==> config.mk <==
export PLATFORM = sky130hd
export DESIGN_NAME = video_bouncing_box
export DESIGN_NICKNAME = d
export VERILOG_FILES = /design/src/rtl/video_bouncing_box.sv
export SDC_FILE = /design/constraint.sdc
export NUM_CORES = 1
export LEC_CHECK = 0
export BUFFER_PORTS_ARGS = -buffer_cell sky130_fd_sc_hd__buf_2
export CAP_MARGIN = 20
export CORE_ASPECT_RATIO = 0.8
export CORE_MARGIN = 2
export CORE_UTILIZATION = 64
export CTS_CLUSTER_DIAMETER = 80
export DETAILED_ROUTE_END_ITERATION = 16
export PLACE_DENSITY = 0.86
export SYNTH_ARGS = -nofsm -noshare
export SYNTH_HDL_FRONTEND = slang
export SYNTH_SLANG_ARGS = --single-unit
==> constraint.sdc <==
create_clock -name i_clk -period 3.85 [get_ports i_clk]
set_clock_uncertainty 0.05 [all_clocks]
set_input_delay 0.77 -clock i_clk [delete_from_list [all_inputs] [get_ports i_clk]]
set_output_delay 0.77 -clock i_clk [all_outputs]
set_load 0.02 [all_outputs]
==> src/rtl/video_bouncing_box.sv <==
// video_bouncing_box
// Draws a solid square that bounces around the visible area. The box moves
// once per frame (on the rising edge of vblank) and changes colour every time
// it hits an edge. The generator's timing is delayed by two cycles so that the
// sync and visible outputs line up with the colour.
//
// Ports
//   i_clk, i_rst_n         pixel clock, asynchronous active-low reset
//   i_hsync, i_vsync       sync from the timing generator
//   i_hblank, i_vblank     blanking flags (vblank rising edge is the frame tick)
//   i_visible              active-video flag
//   i_hpos, i_vpos         current pixel coordinates
//   o_hsync, o_vsync       sync delayed by two cycles, polarity unchanged
//   o_visible              i_visible delayed by two cycles
//   o_red, o_grn, o_blu    pixel colour, 3 bits per channel
module video_bouncing_box #(
  parameter int H_VISIBLE = 640,
  parameter int V_VISIBLE = 480,
  parameter int BOX_SIZE  = 16,
  parameter int H_SPEED   = 2,
  parameter int V_SPEED   = 1
) (
  input  logic       i_clk,
  input  logic       i_rst_n,
  input  logic       i_hsync,
  input  logic       i_vsync,
  input  logic       i_hblank,
  input  logic       i_vblank,
  input  logic       i_visible,
  input  logic [9:0] i_hpos,
  input  logic [9:0] i_vpos,
  output logic       o_hsync,
  output logic       o_vsync,
  output logic       o_visible,
  output logic [2:0] o_red,
  output logic [2:0] o_grn,
  output logic [2:0] o_blu
);

  localparam logic [10:0] MAX_X = 11'(H_VISIBLE - BOX_SIZE);
  localparam logic [10:0] MAX_Y = 11'(V_VISIBLE - BOX_SIZE);
  localparam logic [10:0] H_SPD = 11'(H_SPEED);
  localparam logic [10:0] V_SPD = 11'(V_SPEED);
  localparam logic [10:0] BOX   = 11'(BOX_SIZE);

  // hblank carries no information the box needs; visible already covers it.
  logic unused_hblank;
  assign unused_hblank = i_hblank;

  logic [9:0] box_x, box_y;
  logic       dir_x, dir_y;
  logic [2:0] col;
  logic       prev_vblank;
  logic       tick;

  logic [9:0] x_nxt, y_nxt;
  logic       dx_nxt, dy_nxt;
  logic       x_hit, y_hit;

  assign tick = i_vblank & ~prev_vblank;

  // Horizontal step: clamp at either end and reverse direction.
  always_comb begin
    x_nxt  = box_x;
    dx_nxt = dir_x;
    x_hit  = 1'b0;
    if (dir_x) begin
      if ({1'b0, box_x} + H_SPD >= MAX_X) begin
        x_nxt  = MAX_X[9:0];
        dx_nxt = 1'b0;
        x_hit  = 1'b1;
      end else begin
        x_nxt = box_x + H_SPD[9:0];
      end
    end else begin
      if ({1'b0, box_x} <= H_SPD) begin
        x_nxt  = '0;
        dx_nxt = 1'b1;
        x_hit  = 1'b1;
      end else begin
        x_nxt = box_x - H_SPD[9:0];
      end
    end
  end

  // Vertical step, same rule as horizontal.
  always_comb begin
    y_nxt  = box_y;
    dy_nxt = dir_y;
    y_hit  = 1'b0;
    if (dir_y) begin
      if ({1'b0, box_y} + V_SPD >= MAX_Y) begin
        y_nxt  = MAX_Y[9:0];
        dy_nxt = 1'b0;
        y_hit  = 1'b1;
      end else begin
        y_nxt = box_y + V_SPD[9:0];
      end
    end else begin
      if ({1'b0, box_y} <= V_SPD) begin
        y_nxt  = '0;
        dy_nxt = 1'b1;
        y_hit  = 1'b1;
      end else begin
        y_nxt = box_y - V_SPD[9:0];
      end
    end
  end

  always_ff @(posedge i_clk or negedge i_rst_n) begin
    if (!i_rst_n) begin
      prev_vblank <= 1'b0;
      box_x       <= '0;
      box_y       <= '0;
      dir_x       <= 1'b1;
      dir_y       <= 1'b1;
      col         <= 3'd7;
    end else begin
      prev_vblank <= i_vblank;
      if (tick) begin
        box_x <= x_nxt;
        box_y <= y_nxt;
        dir_x <= dx_nxt;
        dir_y <= dy_nxt;
        // A corner hit is still a single bounce; colour skips 0.
        if (x_hit || y_hit) col <= (col == 3'd7) ? 3'd1 : col + 3'd1;
      end
    end
  end

  logic       in_box;
  logic [8:0] box_rgb;

  always_comb begin
    in_box = i_visible
           && ({1'b0, i_hpos} >= {1'b0, box_x}) && ({1'b0, i_hpos} < {1'b0, box_x} + BOX)
           && ({1'b0, i_vpos} >= {1'b0, box_y}) && ({1'b0, i_vpos} < {1'b0, box_y} + BOX);
    box_rgb = in_box ? {{3{col[2]}}, {3{col[1]}}, {3{col[0]}}} : '0;
  end

  // Colour is resolved in the first stage so the box state it used travels
  // with the pixel; the second stage only delays.
  logic       s1_hsync, s1_vsync, s1_visible;
  logic [8:0] s1_rgb;

  always_ff @(posedge i_clk or negedge i_rst_n) begin
    if (!i_rst_n) begin
      s1_hsync   <= 1'b0;
      s1_vsync   <= 1'b0;
      s1_visible <= 1'b0;
      s1_rgb     <= '0;
      o_hsync    <= 1'b0;
      o_vsync    <= 1'b0;
      o_visible  <= 1'b0;
      o_red      <= '0;
      o_grn      <= '0;
      o_blu      <= '0;
    end else begin
      s1_hsync   <= i_hsync;
      s1_vsync   <= i_vsync;
      s1_visible <= i_visible;
      s1_rgb     <= box_rgb;
      o_hsync    <= s1_hsync;
      o_vsync    <= s1_vsync;
      o_visible  <= s1_visible;
      o_red      <= s1_rgb[8:6];
      o_grn      <= s1_rgb[5:3];
      o_blu      <= s1_rgb[2:0];
    end
  end

endmodule

# --- After elaboration in Yosys (flattened, before gate mapping) ---
# Cells that the tools add are included.
word_totals:
  register_bits: 50
  out_inout_bits: 12
  inputBits: 27
  elab_cells: 60
op_classes:
  bitwise_logic: 2
  n_eq_ne: 1
  addsub: 9
  n_reduce_logical: 6
  n_lt_le_gt_ge: 8
  mux: 18
ops:
  columns: ["cell", "n"]
  rows:
  - ["2-to-1 mux 10 bit", 6]
  - ["adder 10 x 5 -> 11 bit (second input constant)", 2]
  - ["less-than comparator 10 x 11 -> 1 bit", 2]
  - [">= comparator 10 bit", 2]
  - ["adder 10 x 1 -> 11 bit (second input constant)", 1]
  - ["adder 10 x 2 -> 11 bit (second input constant)", 1]
  - [">= comparator 11 x 10 -> 1 bit (second input constant)", 1]
  - [">= comparator 11 x 9 -> 1 bit (second input constant)", 1]
  - ["adder 10 x 1 -> 10 bit (second input constant)", 1]
  - ["adder 10 x 2 -> 10 bit (second input constant)", 1]
  - ["<= comparator 10 x 1 -> 1 bit (second input constant)", 1]
  - ["<= comparator 10 x 2 -> 1 bit (second input constant)", 1]
  - ["2-to-1 mux 1 bit", 10]
  - ["subtractor 10 x 1 -> 10 bit (second input constant)", 1]
  - ["subtractor 10 x 2 -> 10 bit (second input constant)", 1]
  - ["2-to-1 mux 9 bit", 1]
  - ["logical AND 1 bit", 4]
  - ["adder 3 x 1 -> 3 bit (second input constant)", 1]
  - ["equality test 3 bit (second input constant)", 1]
  - ["2-to-1 mux 3 bit", 1]
  - ["AND reduction 2 bit", 1]
  - ["AND 1 bit", 1]
  - ["logical OR 1 bit", 1]
  - ["NOT 1 bit", 1]

# --- Longest topological paths before layout ---
# Gate-level depths: netlist (run 1).
logic_depth:
  depth_word: 6
  ltp_mapped: 10
  mapped_depth_nobuf: 9

# --- Worst setup path after synthesis (run 1) ---
# OpenSTA, ideal clock, no wires.
synth_path:
  path_kind: "reg2reg"
  from: "register box_y[4]"
  to: "register col[0]"
  path_buffers: 1
  t_arrival_ns: 2.397
  synth_period_minus_slack_ns: 2.531
  required_time_ns: 3.715
  setup_ns: 0.085
  slack_ns: 1.319
  stages_incl_launch_ff: 10
  path_cell_list: "dfrtp_1 > buf_2 > inv_1 > ha_1 > or4b_1 > or3_1 > nand2b_1 > o21ai_2 > a21oi_4 > mux2_1"
synth_between:
  elab_chain_len: 6
  elab_cells_between_ends: 8
  classes_between: "add/sub: 1; order compare: 2; mux: 3; reduce/logical: 2"
synth_rtl:
  columns: ["element", "line", "text"]
  rows:
  - ["start, declared", "50", "logic [9:0] box_x, box_y;"]
  - ["start signal, assigned", "122", "box_y <= y_nxt;"]
  - ["adder 10 x 1 -> 11 bit", "92", "if ({1'b0, box_y} + V_SPD >= MAX_Y) begin"]
  - [">= comparator 11 x 9 -> 1 bit", "92", null]
  - ["2-to-1 mux 1 bit", "92", null]
  - ["2-to-1 mux 1 bit (*)", "91", "if (dir_y) begin"]
  - ["logical OR 1 bit (*)", "126", "if (x_hit || y_hit) col <= (col == 3'd7) ? 3'd1 : col + 3'd1;"]
  - ["AND reduction 2 bit (no source line) (*)", null, null]
  - ["end signal, assigned", "126", null]
  - ["end, declared", "52", "logic [2:0] col;"]
# Mark *: on every way between the ends. The rest lies on a longest branch, timed or not.
# A chain may end at the register's enable or synchronous reset.

# --- Final worst setup path (run 1) ---
layout_path:
  from: "register box_x[5]"
  to: "register col[2]"
layout_between:
  elab_chain_len: 6
  elab_cells_between_ends: 8
  classes_between: "add/sub: 1; order compare: 2; mux: 3; reduce/logical: 2"
layout_rtl:
  columns: ["element", "line", "text"]
  rows:
  - ["start, declared", "50", null]
  - ["start signal, assigned", "121", "box_x <= x_nxt;"]
  - ["adder 10 x 2 -> 11 bit", "68", "if ({1'b0, box_x} + H_SPD >= MAX_X) begin"]
  - [">= comparator 11 x 10 -> 1 bit", "68", null]
  - ["2-to-1 mux 1 bit", "68", null]
  - ["2-to-1 mux 1 bit (*)", "67", "if (dir_x) begin"]
  - ["logical OR 1 bit (*)", "126", null]
  - ["AND reduction 2 bit (no source line) (*)", null, null]
# Marks and branches as above.

==> flow_metrics.tcl, run 1 <==
set metrics [dict create \
    status "finished clean" \
    synth.distinct_cells 57 \
    wl_per_cell_um 16.4 \
    grt_overflow 0 \
    numCtsBuffers 5 \
    period_share_pct 78.7 \
    cp_data_arrival_time_ps 3200 \
    required_ps 4020 \
    syn_to_final_growth_pct 6.91 \
    period_needed_ps 3030 \
    htreeDepth 2 \
    async_flop_share_pct 100 \
    track_usage_pct 27.7 \
    slew_headroom_pct 29.0 \
    syn_avg_cell_area_um2 8.39 \
    cp-start-kind "register" \
    synth_nets 463 \
    routed_wl_um 7710 \
    ir_drop_uv 335 \
    grt_pass1_wl_um 12700 \
    crit_path_max_incr_delay_ps 590 \
    p_leak_nw 1.57 \
    drc 0 \
    crit_chain "ha_1 -> nor4bb_1 -> and4bb_2 -> o2111ai_1 -> o211ai_1 -> o21a_1 -> a21oi_4 -> mux2_1" \
    drt_iter0_markers 274 \
    die_w_um 84.2 \
    fmax_ghz 0.330 \
    fin_setup_tns_ps 0 \
    powerDensity_mw_per_mm2 635 \
    cts.sink_count 37 \
    rsz0062_at_grt "no" \
    io_pins 39 \
    dp_hpwl_um 5740 \
    antenna_found_initial 0 \
    first_pass_iters 5 \
    cts_tree "done" \
    synth_edf_count 0 \
    yosysWarnings 0 \
    worstMarginPinSlew_ps 1070 \
    grt_max_degree 38 \
    maxCapViolations 0 \
    clk_pin_slew_ps 90 \
    initial_core_util_pct 66.2 \
    vias 3043 \
    post-cts-setup-buffers 0 \
    final_nets 477 \
    worstHoldPathType "register to register" \
    syn-cell-area_mm2 0.00330 \
    cts-hold-fix-buffers 0 \
    grt_pass1_vias 2765 \
    clock_path_buffers 2 \
    vias_per_cell 6.47 \
    setup_violations 0 \
    ys.flop_type "dfrtp_1" \
    clockRootBuffer "clkbuf_8" \
    timing.hold.ws_ps 303 \
    worstPathMaxFanout 12 \
    ys_ff_latch 37 \
    rows 23 \
    antennaDiodeCount 0 \
    slowest_stage "dfrtp_1" \
    final_max_slew_viol_count 0 \
    ant_nets 0 \
    die_h_um 68.2 \
    hold_violations 0 \
    cts_resized 0 \
    place_congestion 0.957 \
    netlist_instances 393 \
    drive_above_1_share_pct 14.2 \
    setup.worst_path.end_class "register" \
    io_buffers 36 \
    insertion_delay_ps 290 \
    core_area_mm2 0.00498 \
    dieArea_mm2 0.00574 \
    yosysSeqAreaShare_pct 28.3 \
    path_class "register to register" \
]
==> placed cells by master (no fill, tap or decap), types with 8 or more instances in the layout <==
| cell | synthesis | final |
|---|---|---|
| nand2b_1 | 8 | 8 |
| inv_1 | 24 | 24 |
| xnor2_1 | 13 | 13 |
| nand3_1 | 15 | 15 |
| a21oi_1 | 24 | 24 |
| ha_1 | 43 | 43 |
| dfrtp_1 | 32 | 32 |
| nor2_1 | 21 | 21 |
| o21ai_0 | 40 | 40 |
| nand2_1 | 26 | 26 |
| nor3_1 | 16 | 16 |
| buf_2 | 7 | 36 |
==> report_power, final <==
part / total (mW) / switching, mW / internal [mW]
clock: 0.344 / 0.150 / 0.194
sequential: 0.776 / 0.268 / 0.508
combinational: 1.12 / 0.646 / 0.471
total: 2.24 / 1.06 / 1.17
==> final cells by class <==
cell class	count	area (um^2)
clock inverter	3	46.3
clock buffer	5	68.8
multi-input combinational	302	2120
inverter	24	90.1
sequential	37	932
fill	376	1460
timing repair buffer	37	188
tap	62	77.6
==> cells in the mapped netlist (2+ instances only) <==
library cell / instances / area (um^2)
a32o_1: 2 / 20.0
nand2b_1: 8 / 50.1
nand3_1: 15 / 75.1
o211ai_1: 6 / 45.0
nor4_1: 4 / 25.0
buf_4: 8 / 60.1
o21ai_0: 40 / 200
nand2_1: 26 / 97.6
clkbuf_1: 13 / 48.8
o31ai_1: 2 / 15.0
a211oi_1: 3 / 22.5
nand4_1: 7 / 43.8
a32oi_1: 2 / 17.5
a21oi_1: 24 / 120
dfstp_2: 5 / 131
a2111oi_0: 2 / 17.5
a221o_1: 2 / 20.0
ha_1: 43 / 538
a41oi_1: 3 / 26.3
dfrtp_1: 32 / 801
o2111ai_1: 3 / 26.3
a211o_1: 2 / 17.5
a31oi_1: 5 / 31.3
mux2_1: 3 / 33.8
nor2b_1: 4 / 25.0
o21a_1: 7 / 52.6
buf_2: 7 / 35.0
and4_1: 2 / 17.5
or3_1: 4 / 25.0
and3_1: 6 / 37.5
a21o_1: 5 / 37.5
inv_1: 24 / 90.1
nor3_1: 16 / 80.1
xnor2_1: 13 / 114
nor3b_1: 2 / 15.0
nor2_1: 21 / 78.8
o22ai_1: 2 / 12.5
==> state kept, by name, indices dropped and copies added, names as in the netlist <==
| register | cells |
|---|---|
| o_vsync | 1 |
| o_red | 1 |
| o_grn | 1 |
| dir_x | 1 |
| col | 3 |
| s1_hsync | 1 |
| o_hsync | 1 |
| prev_vblank | 1 |
| o_blu | 1 |
| box_y | 10 |
| s1_vsync | 1 |
| box_x | 9 |
| dir_y | 1 |
| s1_visible | 1 |
| o_visible | 1 |
| s1_rgb | 3 |
==> through the flow <==
| stage | worst slack [ps] | utilization [%] | instance area, um^2 | power, mW | cells |
|---|---|---|---|---|---|
| final | 818 | 70.8 | 3520 | 2.24 | 470 |
| after global placement | 1050 | 68.5 | 3410 | 1.80 | 462 |
| after detailed placement | 912 | 68.5 | 3410 | 1.86 | 462 |
| after floorplan | 1320 | - | 3300 | 1.59 | 393 |
| after global routing | 653 | 70.8 | 3520 | 2.45 | 470 |
| after CTS | 884 | 70.8 | 3520 | 2.21 | 470 |
==> cells by family after synthesis <==
family / count (synthesis) / share of synthesized area, %
simple gates: 123 / 19.6
compound gates: 119 / 23.7
buf+inv: 54 / 7.37
fa+ha+maj: 43 / 16.3
flops: 37 / 28.3
xor+xnor: 13 / 3.45
mux: 4 / 1.33
==> path summary, 6_finish.rpt <==
kind | endpoint | depth (start not counted) | startpoint | slack (ps)
min in group asynchronous | o_vsync | 1 | i_rst_n | 500
setup reg to reg | col[2] | 8 | box_x[5] | 820
hold reg to reg | o_blu[1] | 0 | s1_rgb[2] | 300
setup / recovery | col[2] | 8 | box_x[5] | 820
max in group asynchronous | box_x[2] | 1 | i_rst_n | 2740
hold / removal | o_blu[1] | 0 | s1_rgb[2] | 300
==> worst max-delay path, delay by kind of cell, from the launching register on <==
kind | cells | cell delay (ps)
AND/OR/NAND/NOR | 2 | 670
AO/OA/AOI/OAI | 4 | 910
multiplexers | 1 | 380
flip-flops | 1 | 590
adder cells (fa/ha/maj) | 1 | 370
==> per-layer routing <==
metal  global-route usage [%]  routed length (um)  up-vias
li1                         -                   -     1465
met1                     38.6                3560     1422
met2                     44.0                3460      148
met3                     6.03                 630        8
met4                     7.26                  53        0
met5                        0                   0        -
Note: power is estimated with default switching activity, not from simulation.
==> run 2, diff against run 1 <==
--- a/config.mk
+++ b/config.mk
@@ -5,14 +5,15 @@
 export SDC_FILE = /design/constraint.sdc
 export NUM_CORES = 1
 export LEC_CHECK = 0
+export ABC_AREA = 1
 export BUFFER_PORTS_ARGS = -buffer_cell sky130_fd_sc_hd__buf_2
 export CAP_MARGIN = 20
 export CORE_ASPECT_RATIO = 0.8
 export CORE_MARGIN = 2
-export CORE_UTILIZATION = 64
+export CORE_UTILIZATION = 54
 export CTS_CLUSTER_DIAMETER = 80
 export DETAILED_ROUTE_END_ITERATION = 16
-export PLACE_DENSITY = 0.86
+export PLACE_DENSITY = 0.78
 export SYNTH_ARGS = -nofsm -noshare
 export SYNTH_HDL_FRONTEND = slang
 export SYNTH_SLANG_ARGS = --single-unit
==> constraint.sdc (replaced) <==
create_clock -name i_clk -period 2.6 [get_ports i_clk]
set_clock_uncertainty 0.05 [all_clocks]
set_input_delay 0.52 -clock i_clk [delete_from_list [all_inputs] [get_ports i_clk]]
set_output_delay 0.52 -clock i_clk [all_outputs]
set_load 0.02 [all_outputs]
==> flow_metrics.tcl, run 2 <==
set metrics [dict create \
    largestRegisters "box_y: 10 flops, box_x: 9 flops" \
    antennaDiodeCount 0 \
    final_max_slew_viol_count 0 \
    largest_reg_flops 10 \
    ir_drop_uv 405 \
    grt_pass1_wl_um 13200 \
    worstPathMaxFanout 7 \
    rows 25 \
    io_buffers 36 \
    nFillCells 515 \
    final_nets 528 \
    final_cell_mix "nand2_1 (78), ha_1 (43), inv_1 (39)" \
    async_flop_share_pct 100 \
    slew_headroom_pct 45.2 \
    p_leak_nw 1.77 \
    io_pins 39 \
    yosysMostFrequentCell "nand2_1" \
    yosysSeqAreaShare_pct 28.1 \
    ys_ff_latch 37 \
    place_congestion 0.935 \
    drt_iter0_markers 320 \
    required_ps 2730 \
    fmax_ghz 0.418 \
    netlist_instances 427 \
    synth_top_area_cell "dfrtp_1" \
    drc 0 \
    rsz0062_at_grt "no" \
    clockRootBuffer "clkbuf_8" \
    status "finished clean" \
    maxCapViolations 0 \
    die_w_um 91.6 \
    wl_per_cell_um 14.1 \
    first_pass_iters 5 \
    vias 2930 \
    hold_violations 0 \
    cp-start-kind "register" \
    cts_tree "done" \
    synth_edf_count 0 \
    antenna_found_initial 0 \
    drive_above_1_share_pct 19.8 \
    top_register "box_y" \
    clock_path_buffers 2 \
    track_usage_pct 24.5 \
    setup.worst_path.end_class "register" \
    clk_pin_slew_ps 80 \
    synthTopCellsByArea "dfrtp_1 (24%), ha_1 (16%), nand2_1 (8.8%), xor2_1 (5.8%), nand3_1 (4.7%)" \
    worstMarginPinSlew_ps 823 \
    syn_avg_cell_area_um2 7.77 \
    numCtsBuffers 5 \
    cts-hold-fix-buffers 0 \
    core_area_mm2 0.00591 \
    insertion_delay_ps 290 \
    dp_hpwl_um 5940 \
    ys.flop_type "dfrtp_1" \
    die_h_um 74.1 \
    worstHoldPathType "primary input to asynchronous set/reset pin" \
    syn-cell-area_mm2 0.00332 \
    cts.sink_count 37 \
    layout_commonest_cell "nand2_1" \
    vias_per_cell 5.43 \
    fin_setup_tns_ps 0 \
    period_share_pct 91.9 \
    dieArea_mm2 0.00679 \
    ant_nets 0 \
    preCtsSetupSlack_ps 227 \
    synth.distinct_cells 45 \
    grt_overflow 0 \
    synth_top_area_share_pct 24.1 \
    routed_wl_um 7630 \
    period_needed_ps 2390 \
    setup_violations 0 \
    grt_max_degree 38 \
    initial_core_util_pct 56.1 \
    fin_ws_ps 210 \
    grt_pass1_vias 2801 \
    syn_to_final_growth_pct 8.37 \
    synth_nets 497 \
    yosysWarnings 0 \
    total_power_mw 2.98 \
    ys_top_cells_by_count "nand2_1 (78), ha_1 (43), inv_1 (39)" \
    powerDensity_mw_per_mm2 828 \
    cp_data_arrival_time_ps 2520 \
    htreeDepth 2 \
    path_class "register to register" \
]
## run 2: cell count changes after synthesis, sizes merged, moves of 11 or more
cell	delta
inv	+23
xnor2	-11
nor2	+24
nand2	+63
xor2	+22
nor3	-12
clkbuf	-12
nand3	+19
o21ai	-18
## run 2: cell type report
class,count,area (um^2),area share (%)
tap,81,101,2.82
multi-input combinational,327,2080,57.9
timing repair buffer,39,203,5.64
clock buffer,5,68.8,1.91
sequential,37,933,26.0
clock inverter,3,21.3,0.592
inverter,48,185,5.15
## run 2: per-layer routing
layer	vias up	track usage (%)	part of all wire (%)	wire length (um)
met1	1316	36.1	50	3840
li1	1482	-	-	-
met4	0	7.24	1.3	97
met2	121	36.2	40	3040
met3	11	5.37	8.6	656
met5	-	0	0	0
## run 2: worst max-delay path, stage by stage, from the launching register on
cell	delay (ps)
dfrtp_1	480
ha_1	290
nand2_2	70
inv_2	90
nand2_1	90
xor2_1	150
ha_1	290
nand2_1	70
nor4_1	300
nor2_1	100
nand3_1	220
nor2_1	70
## run 2: cell families (layout without fill, tap and decap cells)
group | count (synthesis) | in the layout | share of synthesized area [%]
buffers and inverters | 63 | 95 | 9.12
AOI/OAI and AO/OA | 71 | 71 | 12.8
DFF | 37 | 37 | 28.1
and+or+nand+nor | 189 | 189 | 27.5
xor gates and xnor gates | 24 | 24 | 6.33
adders and majority gates | 43 | 43 | 16.2
## run 2: path summary, 6_finish.rpt
path	startpoint	to	slack, ps	cells past startpoint
hold / removal	i_rst_n	s1_vsync	270	1
hold reg to reg	s1_vsync	o_vsync	300	0
min in group i_clk	i_hsync	s1_hsync	280	1
max in group asynchronous	i_rst_n	box_x[5]	1660	1
setup reg to reg	box_y[4]	s1_rgb[2]	210	11
setup / recovery	box_y[4]	s1_rgb[2]	210	11
## run 2: through the flow
| stage | utilization, % | hold WS, ps | std cells | area, um^2 |
|---|---|---|---|---|
| finish | 60.8 | 267 | 540 | 3600 |
| global route | 60.8 | 259 | 540 | 3600 |
| CTS | 60.8 | 265 | 540 | 3590 |
| detailed placement | 59.3 | 286 | 532 | 3500 |
| global placement | 59.3 | 284 | 532 | 3500 |
| floorplan | - | 174 | 427 | 3320 |
## run 2: repair_timing
item | in CTS | in global routing
endpoints found under the setup margin | 0 | 1
buffers inserted | 0 | 0
gates resized for setup | 0 | 1
## run 2: power by group
group	leakage [nW]	switching, mW	internal [mW]
registers	0.441	0.210	0.714
logic	1.28	1.02	0.634
clock network	0.0445	0.216	0.190
total	1.77	1.44	1.54
==> run 3, diff against run 2 <==
--- a/config.mk
+++ b/config.mk
@@ -10,10 +10,10 @@
 export CAP_MARGIN = 20
 export CORE_ASPECT_RATIO = 0.8
 export CORE_MARGIN = 2
-export CORE_UTILIZATION = 54
+export CORE_UTILIZATION = 64
 export CTS_CLUSTER_DIAMETER = 80
 export DETAILED_ROUTE_END_ITERATION = 16
-export PLACE_DENSITY = 0.78
+export PLACE_DENSITY_LB_ADDON = 0.25
 export SYNTH_ARGS = -nofsm -noshare
 export SYNTH_HDL_FRONTEND = slang
 export SYNTH_SLANG_ARGS = --single-unit
==> constraint.sdc (replaced) <==
create_clock -name i_clk -period 2.8 [get_ports i_clk]
set_clock_uncertainty 0.05 [all_clocks]
set_input_delay 0.56 -clock i_clk [delete_from_list [all_inputs] [get_ports i_clk]]
set_output_delay 0.56 -clock i_clk [all_outputs]
set_load 0.02 [all_outputs]
==> flow_metrics.tcl, run 3 (synthesis gave the netlist of run 2 again) <==
set metrics [dict create \
    status "finished clean" \
    maxCapViolations 0 \
    rsz0062_at_grt "no" \
    design_area_mm2 0.00356 \
    hold_violations 0 \
    power.internal_mw 1.42 \
    final_max_slew_viol_count 0 \
    largestRegisters "box_y: 10 flops, box_x: 9 flops" \
    total_power_mw 2.78 \
    drive_above_1_share_pct 19.4 \
    cts.sink_count 37 \
    place_congestion 0.922 \
    fin_setup_tns_ps 0 \
    finalNonFillerCells 520 \
    seqPwrFrac_pct 31.1 \
    numCtsBuffers 5 \
    timing.hold.ws_ps 301 \
    worstHoldPathType "primary input to asynchronous set/reset pin" \
    die_w_um 84.5 \
    grt_pass1_vias 2765 \
    top_register "box_y" \
    cts_tree "done" \
    vias 3005 \
    p_leak_nw 1.76 \
    grt_pass1_wl_um 13100 \
    swShare_pct 48.9 \
    clk_pin_slew_ps 80 \
    ant_nets 0 \
    worstPathMaxFanout 5 \
    period_share_pct 88.6 \
    worstMarginPinSlew_ps 815 \
    drt_iter0_markers 345 \
    routed_wl_um 7680 \
    clock_path_buffers 2 \
    cp-start-kind "register" \
    dp_cells 512 \
    period_needed_ps 2480 \
    initial_core_util_pct 66.3 \
    fin_ws_ps 321 \
    p_clk_share_pct 13.8 \
    path_class "register to register" \
    antenna_found_initial 0 \
    track_usage_pct 28.8 \
    insertion_delay_ps 290 \
    first_pass_iters 5 \
    layout_commonest_cell "nand2_1" \
    fmax_ghz 0.403 \
    ir_drop_uv 483 \
    io_pins 39 \
    io_buffers 36 \
    setup_violations 0 \
    power_switching_mw 1.36 \
    postPlaceCellArea_mm2 0.00347 \
    clockRootBuffer "clkbuf_8" \
    grt_overflow 0 \
    cp_data_arrival_time_ps 2650 \
    grt_max_degree 38 \
    largest_reg_flops 10 \
    dieArea_mm2 0.00578 \
    cts-hold-fix-buffers 0 \
    cts_resized 0 \
    final_util_pct 71.2 \
    vias_per_cell 5.78 \
    antennaDiodeCount 0 \
    p_comb_share_pct 55.0 \
    die_h_um 68.4 \
    powerDensity_mw_per_mm2 781 \
    htreeDepth 2 \
    required_ps 2970 \
    final_nets 527 \
    preCtsSetupSlack_ps 377 \
    drc 0 \
    post-cts-setup-buffers 0 \
    rows 23 \
    core_area_mm2 0.00501 \
    slew_headroom_pct 45.7 \
    setup.worst_path.end_class "register" \
    syn_to_final_growth_pct 7.39 \
    final_cell_mix "nand2_1 (78), ha_1 (43), inv_1 (39)" \
    dp_hpwl_um 5920 \
    wl_per_cell_um 14.8 \
]
==> run 3: changes by cell type in the layout (fill, tap and decap cells not counted) <==
cell	delta
buf_4	-1
dfrtp_1	+1
dfrtp_2	-1
==> run 3: final timing paths <==
kind	depth (start not counted)	start	slack, ps	end
worst min register to register	0	s1_vsync	300	o_vsync
max in group asynchronous	1	i_rst_n	1880	o_hsync
min in group i_clk	0	s1_vsync	300	o_vsync
worst max register to register	11	box_x[5]	320	s1_rgb[2]
worst max-delay path	11	box_x[5]	320	s1_rgb[2]
worst min-delay path	1	i_rst_n	300	box_y[8]
==> run 3: cell type report <==
class / count / area (um^2)
Sequential cell: 37 / 932
Clock inverter: 3 / 21.3
Inverter: 48 / 185
Clock buffer: 5 / 68.8
Tap cell: 62 / 77.6
Multi-Input combinational cell: 327 / 2080
Timing Repair Buffer: 38 / 195
Fill cell: 425 / 1440
==> run 3: worst max-delay path, stage by stage, from the launching register on <==
cell and delay (ps):
dfrtp_1 460, ha_1 270, nand2_1 110, nor2_2 170
xor2_1 170, ha_1 260, a21oi_1 160, nand3b_1 130
nand4_1 100, nor2_1 180, nand3_1 210, nor2_1 150
==> run 3: per-layer routing <==
layer / share of wire [%] / vias up / GRT usage, %
met4: 1.1 / 0 / 8.13
met2: 42 / 127 / 43.4
met1: 48 / 1386 / 42.9
met5: 0 / - / 0
li1: - / 1483 / -
met3: 8.4 / 9 / 4.95
==> run 3: power groups by stage <==
stage	sequential (mW)	combinational, mW	clock, mW
2_1_floorplan	0.793	1.23	0
3_3_place_gp	0.860	1.43	0
6_report	0.866	1.53	0.385
4_1_cts	0.859	1.51	0.390
3_5_place_dp	0.868	1.50	0
5_1_grt	0.884	1.75	0.418
